[src/rtl/bnn_fc_pkg.sv]
// -----------------------------------------------------------------------------
// bnn_fc_pkg
// Shared definitions for the BNN-VAD fully-connected MAC engine:
//   - default geometry / width constants
//   - FSM state encoding
//   - sat_to_out(): clamp an accumulator to the signed output score range
//   - widx(): flat weight-memory index of (neuron, beat, lane)
// The helper functions are sized by the DEF_* constants, so the engine's
// parameters are expected to stay at these defaults (or the package moves
// with them).
// -----------------------------------------------------------------------------
package bnn_fc_pkg;

    localparam int DEF_IN_LANES = 3;
    localparam int DEF_VEC_LEN  = 36;
    localparam int DEF_N_OUT    = 2;
    localparam int DEF_ACT_W    = 2;
    localparam int DEF_WGT_W    = 2;
    localparam int DEF_ACC_W    = 12;
    localparam int DEF_OUT_W    = 4;
    localparam int DEF_DEPTH    = DEF_N_OUT * DEF_VEC_LEN * DEF_IN_LANES;
    localparam int DEF_ADDR_W   = $clog2(DEF_DEPTH);

    typedef enum logic [1:0] {
        IDLE = 2'd0,
        ACC  = 2'd1,
        OUT  = 2'd2
    } state_t;

    // Output score limits expressed at accumulator width for signed compares.
    localparam logic signed [DEF_ACC_W-1:0] SAT_MAX = DEF_ACC_W'((2 ** (DEF_OUT_W - 1)) - 1);
    localparam logic signed [DEF_ACC_W-1:0] SAT_MIN = DEF_ACC_W'(-(2 ** (DEF_OUT_W - 1)));

    // Returns {ovf, value}: value clamped to the signed OUT_W range.
    function automatic logic [DEF_OUT_W:0] sat_to_out(input logic signed [DEF_ACC_W-1:0] acc);
        logic [DEF_OUT_W:0] res;
        if (acc > SAT_MAX) begin
            res = {1'b1, SAT_MAX[DEF_OUT_W-1:0]};
        end else if (acc < SAT_MIN) begin
            res = {1'b1, SAT_MIN[DEF_OUT_W-1:0]};
        end else begin
            res = {1'b0, acc[DEF_OUT_W-1:0]};
        end
        return res;
    endfunction

    // Flat weight index: (n*VEC_LEN + beat)*IN_LANES + lane.
    function automatic int widx(input int n, input int beat, input int lane);
        return (n * DEF_VEC_LEN + beat) * DEF_IN_LANES + lane;
    endfunction

endpackage

[src/rtl/bnn_fc_acc_chk.sv]
// -----------------------------------------------------------------------------
// bnn_fc_acc_chk
// Simulation checker: flags an accumulator update that would wrap, which only
// happens when ACC_W is too narrow for the configured vector.
// Ports:
//   clk, rst_n  clock / async active-low reset
//   en          an accumulate (not a load) happens this cycle
//   base        current accumulator value
//   addend      beat sum being added
// -----------------------------------------------------------------------------
module bnn_fc_acc_chk #(
    parameter int ACC_W = 12
) (
    input logic                    clk,
    input logic                    rst_n,
    input logic                    en,
    input logic signed [ACC_W-1:0] base,
    input logic signed [ACC_W-1:0] addend
);

    logic signed [ACC_W:0] wide_s;

    assign wide_s = {base[ACC_W-1], base} + {addend[ACC_W-1], addend};

    acc_no_wrap: assert property (@(posedge clk) disable iff (!rst_n)
        en |-> (wide_s[ACC_W] == wide_s[ACC_W-1]));

endmodule

[src/rtl/bnn_fc_lane_dot.sv]
// -----------------------------------------------------------------------------
// bnn_fc_lane_dot
// Combinational per-neuron beat sum: IN_LANES unsigned activations times
// IN_LANES signed weights, summed and sign-extended to ACC_W.
// Ports:
//   act  in   IN_LANES*ACT_W  activations, lane 0 in LSBs
//   wgt  in   IN_LANES*WGT_W  signed weights, lane 0 in LSBs
//   sum  out  ACC_W           signed dot product of this beat
// -----------------------------------------------------------------------------
module bnn_fc_lane_dot #(
    parameter int IN_LANES = 3,
    parameter int ACT_W    = 2,
    parameter int WGT_W    = 2,
    parameter int ACC_W    = 12
) (
    input  logic [IN_LANES*ACT_W-1:0] act,
    input  logic [IN_LANES*WGT_W-1:0] wgt,
    output logic signed [ACC_W-1:0]   sum
);

    localparam int PROD_W = ACT_W + WGT_W + 1;

    logic signed [PROD_W-1:0] prod_s;
    logic signed [ACC_W-1:0]  sum_s;

    // Lane products and adder chain; activation gets a zero sign bit so it
    // multiplies as a non-negative signed value.
    always_comb begin
        prod_s = '0;
        sum_s  = '0;
        for (int l = 0; l < IN_LANES; l++) begin
            prod_s = $signed({1'b0, act[l*ACT_W +: ACT_W]}) * $signed(wgt[l*WGT_W +: WGT_W]);
            sum_s  = sum_s + ACC_W'(prod_s);
        end
    end

    assign sum = sum_s;

endmodule

[src/rtl/bnn_fc_mac_array.sv]
// -----------------------------------------------------------------------------
// bnn_fc_mac_array
// Fully-connected MAC engine for the BNN-VAD classifier head. Streams VEC_LEN
// beats of IN_LANES activations, accumulates N_OUT dot products in parallel
// against a runtime-loadable weight memory, and emits saturated scores.
// Ports:
//   clk, rst_n      clock / async active-low reset (released synchronously)
//   wgt_we/addr/data  weight write port, honoured only in IDLE
//   in_valid/ready/data  activation beat stream, lane 0 in LSBs
//   out_valid/ready      result handshake
//   out_data        N_OUT saturated signed scores, neuron 0 in LSBs
//   out_ovf         per-neuron saturation flag
//   busy            high while accumulating or holding a result
// -----------------------------------------------------------------------------
module bnn_fc_mac_array
    import bnn_fc_pkg::*;
#(
    parameter int IN_LANES = DEF_IN_LANES,
    parameter int VEC_LEN  = DEF_VEC_LEN,
    parameter int N_OUT    = DEF_N_OUT,
    parameter int ACT_W    = DEF_ACT_W,
    parameter int WGT_W    = DEF_WGT_W,
    parameter int ACC_W    = DEF_ACC_W,
    parameter int OUT_W    = DEF_OUT_W,
    parameter int ADDR_W   = $clog2(N_OUT * VEC_LEN * IN_LANES)
) (
    input  logic                      clk,
    input  logic                      rst_n,
    input  logic                      wgt_we,
    input  logic [ADDR_W-1:0]         wgt_addr,
    input  logic [WGT_W-1:0]          wgt_data,
    input  logic                      in_valid,
    output logic                      in_ready,
    input  logic [IN_LANES*ACT_W-1:0] in_data,
    output logic                      out_valid,
    input  logic                      out_ready,
    output logic [N_OUT*OUT_W-1:0]    out_data,
    output logic [N_OUT-1:0]          out_ovf,
    output logic                      busy
);

    localparam int DEPTH = N_OUT * VEC_LEN * IN_LANES;
    localparam int CNT_W = (VEC_LEN > 1) ? $clog2(VEC_LEN) : 1;
    localparam logic [CNT_W-1:0] CNT_LAST = CNT_W'(VEC_LEN - 1);

    state_t                  state_r;
    logic [CNT_W-1:0]        cnt_r;
    logic signed [ACC_W-1:0] acc_r [N_OUT];
    logic                    in_ready_r;
    logic                    out_valid_r;
    logic [N_OUT*OUT_W-1:0]  out_data_r;
    logic [N_OUT-1:0]        out_ovf_r;
    logic                    busy_r;

    logic [WGT_W-1:0]        mem_r [DEPTH];

    logic [IN_LANES*WGT_W-1:0] wvec_s [N_OUT];
    logic signed [ACC_W-1:0]   dot_s [N_OUT];
    logic signed [ACC_W-1:0]   acc_next_s [N_OUT];
    logic [OUT_W-1:0]          sat_val_s [N_OUT];
    logic [N_OUT-1:0]          sat_ovf_s;
    logic                      beat_s;
    logic                      wr_s;
    logic                      last_s;
    logic [CNT_W-1:0]          cnt_next_s;

    // Handshake, write qualification and end-of-vector detection.
    always_comb begin
        beat_s = in_valid & in_ready_r;
        wr_s   = wgt_we && (state_r == IDLE) && (32'(wgt_addr) < 32'(DEPTH));
        case (state_r)
            IDLE:    last_s = (VEC_LEN == 1);
            ACC:     last_s = (cnt_r == CNT_LAST);
            default: last_s = 1'b0;
        endcase
        if (last_s) begin
            cnt_next_s = '0;
        end else begin
            cnt_next_s = cnt_r + CNT_W'(1);
        end
    end

    // Fetch the weights of the current beat for every neuron/lane.
    always_comb begin
        for (int n = 0; n < N_OUT; n++) begin
            wvec_s[n] = '0;
            for (int l = 0; l < IN_LANES; l++) begin
                wvec_s[n][l*WGT_W +: WGT_W] = mem_r[ADDR_W'(widx(n, int'(cnt_r), l))];
            end
        end
    end

    for (genvar n = 0; n < N_OUT; n++) begin : g_neuron
        bnn_fc_lane_dot #(
            .IN_LANES (IN_LANES),
            .ACT_W    (ACT_W),
            .WGT_W    (WGT_W),
            .ACC_W    (ACC_W)
        ) u_dot (
            .act (in_data),
            .wgt (wvec_s[n]),
            .sum (dot_s[n])
        );

        bnn_fc_acc_chk #(
            .ACC_W (ACC_W)
        ) u_chk (
            .clk    (clk),
            .rst_n  (rst_n),
            .en     (beat_s && (state_r == ACC)),
            .base   (acc_r[n]),
            .addend (dot_s[n])
        );
    end

    // Next accumulator value: beat 0 loads (drops stale sums), later beats add.
    always_comb begin
        sat_ovf_s = '0;
        for (int n = 0; n < N_OUT; n++) begin
            acc_next_s[n] = (state_r == ACC) ? (acc_r[n] + dot_s[n]) : dot_s[n];
            {sat_ovf_s[n], sat_val_s[n]} = sat_to_out(acc_next_s[n]);
        end
    end

    // Weight memory: no reset, so contents survive rst_n.
    always_ff @(posedge clk) begin
        if (wr_s) begin
            mem_r[wgt_addr] <= wgt_data;
        end
    end

    // Control FSM with accumulators and registered result/handshake outputs.
    always_ff @(posedge clk or negedge rst_n) begin
        if (!rst_n) begin
            state_r     <= IDLE;
            cnt_r       <= '0;
            in_ready_r  <= 1'b1;
            out_valid_r <= 1'b0;
            out_data_r  <= '0;
            out_ovf_r   <= '0;
            busy_r      <= 1'b0;
            for (int n = 0; n < N_OUT; n++) begin
                acc_r[n] <= '0;
            end
        end else begin
            case (state_r)
                IDLE, ACC: begin
                    if (beat_s) begin
                        for (int n = 0; n < N_OUT; n++) begin
                            acc_r[n] <= acc_next_s[n];
                        end
                        cnt_r  <= cnt_next_s;
                        busy_r <= 1'b1;
                        if (last_s) begin
                            state_r     <= OUT;
                            in_ready_r  <= 1'b0;
                            out_valid_r <= 1'b1;
                            out_ovf_r   <= sat_ovf_s;
                            for (int n = 0; n < N_OUT; n++) begin
                                out_data_r[n*OUT_W +: OUT_W] <= sat_val_s[n];
                            end
                        end else begin
                            state_r <= ACC;
                        end
                    end
                end
                OUT: begin
                    if (out_ready) begin
                        state_r     <= IDLE;
                        in_ready_r  <= 1'b1;
                        out_valid_r <= 1'b0;
                        busy_r      <= 1'b0;
                    end
                end
                default: begin
                    state_r     <= IDLE;
                    cnt_r       <= '0;
                    in_ready_r  <= 1'b1;
                    out_valid_r <= 1'b0;
                    busy_r      <= 1'b0;
                end
            endcase
        end
    end

    assign in_ready  = in_ready_r;
    assign out_valid = out_valid_r;
    assign out_data  = out_data_r;
    assign out_ovf   = out_ovf_r;
    assign busy      = busy_r;

endmodule

[config.mk]
export PLATFORM = sky130hd
export DESIGN_NAME = bnn_fc_mac_array
export DESIGN_NICKNAME = d
export VERILOG_FILES = /design/src/rtl/bnn_fc_pkg.sv /design/src/rtl/bnn_fc_acc_chk.sv /design/src/rtl/bnn_fc_lane_dot.sv /design/src/rtl/bnn_fc_mac_array.sv
export SDC_FILE = /design/constraint.sdc
export NUM_CORES = 1
export LEC_CHECK = 0
export BUFFER_PORTS_ARGS = -buffer_cell sky130_fd_sc_hd__buf_4
export CORE_ASPECT_RATIO = 0.5
export CORE_UTILIZATION = 30
export DETAILED_ROUTE_END_ITERATION = 8
export SLEW_MARGIN = 20
export SYNTH_ARGS = -nofsm -noshare
export SYNTH_HDL_FRONTEND = slang
export SYNTH_SLANG_ARGS = --single-unit
[constraint.sdc]
create_clock -name clk -period 11.3 [get_ports clk]
set_input_delay 2.26 -clock clk [delete_from_list [all_inputs] [get_ports clk]]
set_output_delay 2.26 -clock clk [all_outputs]
set_load 0.05 [all_outputs]
Word-level counts from Yosys, hierarchy flattened:

Memories as Yosys holds them, arrays and structs flattened.
Cells that the tools add are included.

* add/subtract/negate cells: 12
* multipliers: 8
* magnitude comparators: 5
* equality and inequality tests: 6
* muxes and demuxes: 26
* bitwise logic cells: 2
* reductions and logical operators: 9

Operators by type and width (number)
* 8-bit by 2-bit adder with 8-bit output, second input constant: 4
* 3-bit by 2-bit multiplier with 5-bit output: 6
* 12-bit adder: 2
* 12-bit by 4-bit > comparator with 1-bit output, second input constant: 2
* 12-bit by 4-bit less-than comparator with 1-bit output, second input constant: 2
* 12-bit 2-to-1 mux: 2
* 5-bit 2-to-1 mux: 4
* 6-bit by 5-bit adder with 7-bit output: 2
* 5-bit by 5-bit adder with 6-bit output: 2
* 6-bit 2-to-1 mux: 2
* 6-bit one-hot mux with 2 select lines: 1
* 1-bit 2-to-1 mux: 10
* 8-bit less-than comparator, second input constant: 1
* 6-bit by 2-bit multiplier with 8-bit output, second input constant: 1
* 7-bit by 2-bit multiplier with 8-bit output, second input constant: 1
* 6-bit by 6-bit adder with 7-bit output, first input constant: 1
* 6-bit by 1-bit adder with 6-bit output, second input constant: 1
* 6-bit == test, second input constant: 1
* 2-bit 2-to-1 mux: 3
* 2-bit inequality test, second input constant: 3
* 1-bit one-hot mux with 2 select lines: 3
* 2-bit AND reduction: 3
* 3-bit AND reduction: 2
* 2-bit one-hot mux with 2 select lines: 1
* other kinds (7): 8

* bits in registers: 45
* memory bits (writable): 432
* output and inout bits: 13
* memories: 1

Memory list
* mem_r: depth 216, bits a word 2, rd ports 6, clocked after Yosys merged registers in 0, write ports 1, line bnn_fc_mac_array.sv:55 `logic [WGT_W-1:0] mem_r [DEPTH];`

Logic depth before layout (Yosys ltp):

An unclocked memory read counts as a cell.

* depth after elaboration: 12
* mapped depth: 46
* gate-level depth less buffers: 38

Cells and area by module:

A second synthesis with hierarchy kept.

* cells, all modules: 2212
* area, all modules: 32799.0 µm²

Modules (own cells, without submodules)
* bnn_fc_mac_array: instances 1, cells each 2066, area each 31412.6 µm², seq. area each 14099.8 µm²
* bnn_fc_lane_dot: instances 2, cells each 73, area each 693.2 µm², seq. area each 0.0 µm²

Worst setup path before layout:

No wires, ideal clock.

* path kind: reg2reg
* start point: reg cnt_r[1]
* end point: reg out_data_r[5], in the netlist out_data[5]
* library setup time: 0.124 ns
* data arrival time: 10.501 ns
* setup slack: 0.674 ns
* stages on the path, launching flop included: 44
* clock period less this slack: 10.626 ns
* cells stage by stage: dfrtp_1 > inv_1 > ha_1 > buf_2 > buf_2 > buf_4 > buf_2 > buf_2 > buf_2 > buf_2 > inv_1 > ha_1 > nand2_1 > xor2_1 > buf_6 > buf_2 > mux4_2 > mux4_2 > [8 not listed] > fa_1 > inv_1 > ha_1 > a21o_1 > a21oi_1 > nor2_1 > or4_1 > nand3_1 > ha_1 > a21o_1 > a21oi_1 > o211ai_1 > a31oi_1 > xor2_1 > or3_1 > a32o_1 > o211ai_1 > a21oi_1

* word-level cells in the longest chain between the ends: 12
* elaborated cells between the ends (all ways): 19
* classes of those cells: 6 x add/sub; 4 x mul; 2 x order compare; 1 x eq/ne; 4 x mux; 1 x reduce/logical; 1 x memory

Ends and longest elaborated chain
* start: declaration: line bnn_fc_mac_array.sv:47 `logic [CNT_W-1:0] cnt_r;`
* start signal: assignment: line bnn_fc_mac_array.sv:152 `cnt_r <= cnt_next_s;`
* 6-bit by 6-bit adder with 7-bit output: line bnn_fc_pkg.sv:49 `return (n * DEF_VEC_LEN + beat) * DEF_IN_LANES + lane;`
* 7-bit by 2-bit multiplier with 8-bit output: line bnn_fc_pkg.sv:49
* 8-bit by 2-bit adder with 8-bit output: line bnn_fc_pkg.sv:49
* memory read 216 x 2 bit
* 3-bit by 2-bit multiplier with 5-bit output: line bnn_fc_lane_dot.sv:32 `prod_s = $signed({1'b0, act[l*ACT_W +: ACT_W]}) * $signed(wgt[l*WGT_W +: WGT_W]);`
* 5-bit by 5-bit adder with 6-bit output: line bnn_fc_lane_dot.sv:33 `sum_s = sum_s + ACC_W'(prod_s);`
* 6-bit by 5-bit adder with 7-bit output: line bnn_fc_lane_dot.sv:33
* 12-bit adder: line bnn_fc_mac_array.sv:120 `acc_next_s[n] = (state_r == ACC) ? (acc_r[n] + dot_s[n]) : dot_s[n];`
* 12-bit 2-to-1 mux: line bnn_fc_mac_array.sv:120
* 12-bit by 4-bit less-than comparator with 1-bit output: line bnn_fc_pkg.sv:39 `end else if (acc < SAT_MIN) begin`
* 5-bit 2-to-1 mux: line bnn_fc_pkg.sv:39
* 5-bit 2-to-1 mux: line bnn_fc_pkg.sv:37 `if (acc > SAT_MAX) begin`
* end signal: indexed assignment: line bnn_fc_mac_array.sv:160 `out_data_r[n*OUT_W +: OUT_W] <= sat_val_s[n];`
* end: declaration: line bnn_fc_mac_array.sv:51 `logic [N_OUT*OUT_W-1:0] out_data_r;`

Several ways; a longest one is shown, not always the timed one.
A chain may end at the register's enable or synchronous reset.

Worst setup path after layout:

* start point: reg cnt_r[1]
* end point: reg out_data_r[2], in the netlist out_data[2]

* word-level cells in the longest chain between the ends: 11
* elaborated cells between the ends (all ways): 18
* classes of those cells: 5 x add/sub; 4 x mul; 2 x order compare; 1 x eq/ne; 4 x mux; 1 x reduce/logical; 1 x memory

Ends and longest elaborated chain (line)
* 6-bit by 2-bit multiplier with 8-bit output: bnn_fc_pkg.sv:49
* 8-bit by 2-bit adder with 8-bit output: bnn_fc_pkg.sv:49
* memory read 216 x 2 bit
* 3-bit by 2-bit multiplier with 5-bit output: bnn_fc_lane_dot.sv:32
* 5-bit by 5-bit adder with 6-bit output: bnn_fc_lane_dot.sv:33
* 6-bit by 5-bit adder with 7-bit output: bnn_fc_lane_dot.sv:33
* 12-bit adder: bnn_fc_mac_array.sv:120
* 12-bit 2-to-1 mux: bnn_fc_mac_array.sv:120
* 12-bit by 4-bit less-than comparator with 1-bit output: bnn_fc_pkg.sv:39
* 5-bit 2-to-1 mux: bnn_fc_pkg.sv:39
* 5-bit 2-to-1 mux: bnn_fc_pkg.sv:37

Several ways; a longest one is shown, not always the timed one.

==> flow_summary_export.csv <==
group,metric,value,unit
synthesis,synth.top_cell.area_share,39.0,%
die,dieArea,112000,um2
setup_path,path_class,"reg2reg",
setup_path,cp_slowest_cell,"o31ai_1",
placement,dp_hpwl,75000,um
clock_tree,cts_tree,"done",
layout,drive_gt1_share,21.5,%
drt,drcViolationCount,0,
pwr,vdd_drop_max,98.8,uV
sta,rsz0062_at_grt,"no",
drt,drt_wl_total,104000,um
global_route,grt_pass1_vias,22700,
pwr,design_power_total,3.87,mW
clock_tree,cts_resized,0,
drt,route.vias.total,23700,
sta,fin_crit,10620,ps
drt,firstDrtPassIters,5,
drt,drtIter0Drc,2806,
clock_tree,htreeDepth,2,
drt,via_per_inst,5.67,
min_path,min_path_type,"reg2reg",
sta,final-setup-viol-count,0,
drt,ant_nets,0,
die,io_pins,34,
sta,relSlewSlack,25.1,%
synthesis,synth_edf_count,432,
global_route,track_usage,18.1,%
layout,nets,2780,
layout,synthToLayoutAreaGrowth,11.0,%
clock_tree,cts_sinks,477,
setup_path,cp-end-kind,"flip-flop",
setup_path,critPathLaunchType,"flip-flop",
synthesis,syn_area,33300,um2
clock_tree,clockRootBuffer,"clkbuf_16",
sta,hold_violations,0,
setup_path,path_common_cell,"ha_1",
drt,routedWlPerCell,24.8,um
clock_tree,clk_latency,630,ps
synthesis,synthArstFlopShare,9.43,%
synthesis,synth_area_per_cell,12.4,um2
clock_tree,clockBufferDepth,3,
outcome,status,"finished, final reports clean",
sta,tightest_slew,1110,ps
sta,fin_worst_skew,20.2,ps
layout,n_antenna_cell,0,
clock_tree,clk_pin_slew,70,ps
synthesis,synth_nets,2810,
die,die_w,473,um
synthesis,synth_area_leader_cell,"edfxtp_1",
setup_path,max_stage_delay,730,ps
clock_tree,cts-buffers-inserted,51,
synthesis,synth_common_cells,"432 x edfxtp_1, 348 x mux2i_1, 300 x nor2_1",
die,rows,85,
synthesis,yosys_warnings,0,
sta,holdWs,488,ps
global_route,gr-total-overflow,0,
sta,timing.final.crit_share,94.0,%
setup_path,crit_path_max_fanout,9,
pwr,leakagePower,13.5,nW
sta,max_freq,0.0941,GHz
sta,slew_viol_final,0,
global_route,antenna_found_initial,4,
synthesis,synthTopCellsByArea,"edfxtp_1 39%, mux4_2 18%, mux2i_1 10%",
synthesis,synth_ff_type,"edfxtp_1",
global_route,grt_first_pass_wirelength,153000,um
synthesis,synth_seq_cells,477,
placement,gp_congestion,0.976,
sta,finalSetupTns,0,ps
clock_tree,cts_hold_buf,0,
clock_tree,postCtsSetupBuffers,0,
global_route,grt_max_degree,178,
setup_path,crit_required,11810,ps
placement,io_buffers,33,
pwr,p_per_area,105,nW/um2
flow_run,cap_viol_max_count,0,
synthesis,netlist-cell-type-count,85,
die,die_y,238,um
die,initial_core_util,30.6,%
synthesis,yosysMostFrequentCell,"edfxtp_1",
synthesis,yosysSeqAreaShare,42.3,%
layout,postLayoutCoreUtil,34.0,%
die,coreArea,109000,um2
synthesis,syn_inst,2692,
setup_path,worstPathArrival,11130,ps
[final timing paths]
kind | startpoint | to | slack [ps] | depth (start not counted)
setup / recovery | cnt_r[1] | out_data[2] | 680 | 37
hold / removal | acc_r[8] | acc_r[8] | 490 | 2
setup reg to reg | cnt_r[1] | out_data[2] | 680 | 37
hold reg to reg | acc_r[8] | acc_r[8] | 490 | 2
max in group asynchronous | rst_n | cnt_r[0] | 9160 | 1
min in group asynchronous | rst_n | acc_r[22] | 1640 | 1
[layer usage]
metal  global-route usage [%]  share of wire (%)
met1                     25.1                 42
met2                     28.7                 45
met3                     3.08                8.9
met4                     5.96                3.3
met5                        0              0.033
[where the power goes]
group	leakage (nW)	total, mW	switching [mW]	internal (mW)
clock network	0.810	1.73	0.742	0.989
logic	8.20	0.209	0.141	0.0681
registers	4.50	1.93	0.000965	1.93
[kinds of logic after synthesis]
| family | Yosys count | synth area share, % |
|---|---|---|
| simple gates | 702 | 8.99 |
| fa+ha+maj | 97 | 4.23 |
| mux | 706 | 31.8 |
| buf+inv | 266 | 3.58 |
| flops | 477 | 42.3 |
| xor+xnor | 64 | 2.10 |
| compound gates | 380 | 7.01 |
[critical path, delay by kind of cell, from the launching register on]
| kind | cells | cell delay [ps] |
|---|---|---|
| AND/OR/NAND/NOR | 7 | 1860 |
| flip-flops | 1 | 550 |
| multiplexers | 3 | 1090 |
| adder cells (fa/ha/maj) | 9 | 3360 |
| XOR/XNOR | 2 | 470 |
| AO/OA/AOI/OAI | 9 | 2510 |
| buffers and inverters | 7 | 670 |
[state kept, by name (all words and copies together), names as in the netlist]
| signal | count |
|---|---|
| acc_r | 24 |
| out_data | 8 |
| in_ready | 1 |
| busy | 1 |
| mem_r | 432 |
| out_ovf | 2 |
| state_r | 2 |
| cnt_r | 6 |
| out_valid | 1 |
[layout by cell type, fill, tap and decap left out, types with 43 or more instances in the layout]
cell type and count:
a21oi_1 55, buf_4 100, clkbuf_16 52, dfrtp_1 43, edfxtp_1 432, ha_1 70
inv_1 73, mux2_2 88, mux2i_1 348, mux4_2 264, nand2_1 245, nor2_1 299
o21ai_0 183
[stage by stage]
step	cell area [um2]	cells	setup slack [ps]
finish	37000	4181	676
global route	37000	4181	75.8
detailed placement	35300	4088	567
floorplan	33300	2692	674
CTS	36900	4181	562
global placement	35300	4088	779
[area by class of cell]
type | count | area (um2)
Inverter | 74 | 278
Multi-Input combinational cell | 1949 | 18100
Sequential cell | 477 | 14100
Fill cell | 10600 | 71800
Timing Repair Buffer | 109 | 913
Clock buffer | 65 | 1350
Tap cell | 1479 | 1850
Clock inverter | 28 | 343
Note: power is estimated with default switching activity, not from simulation.
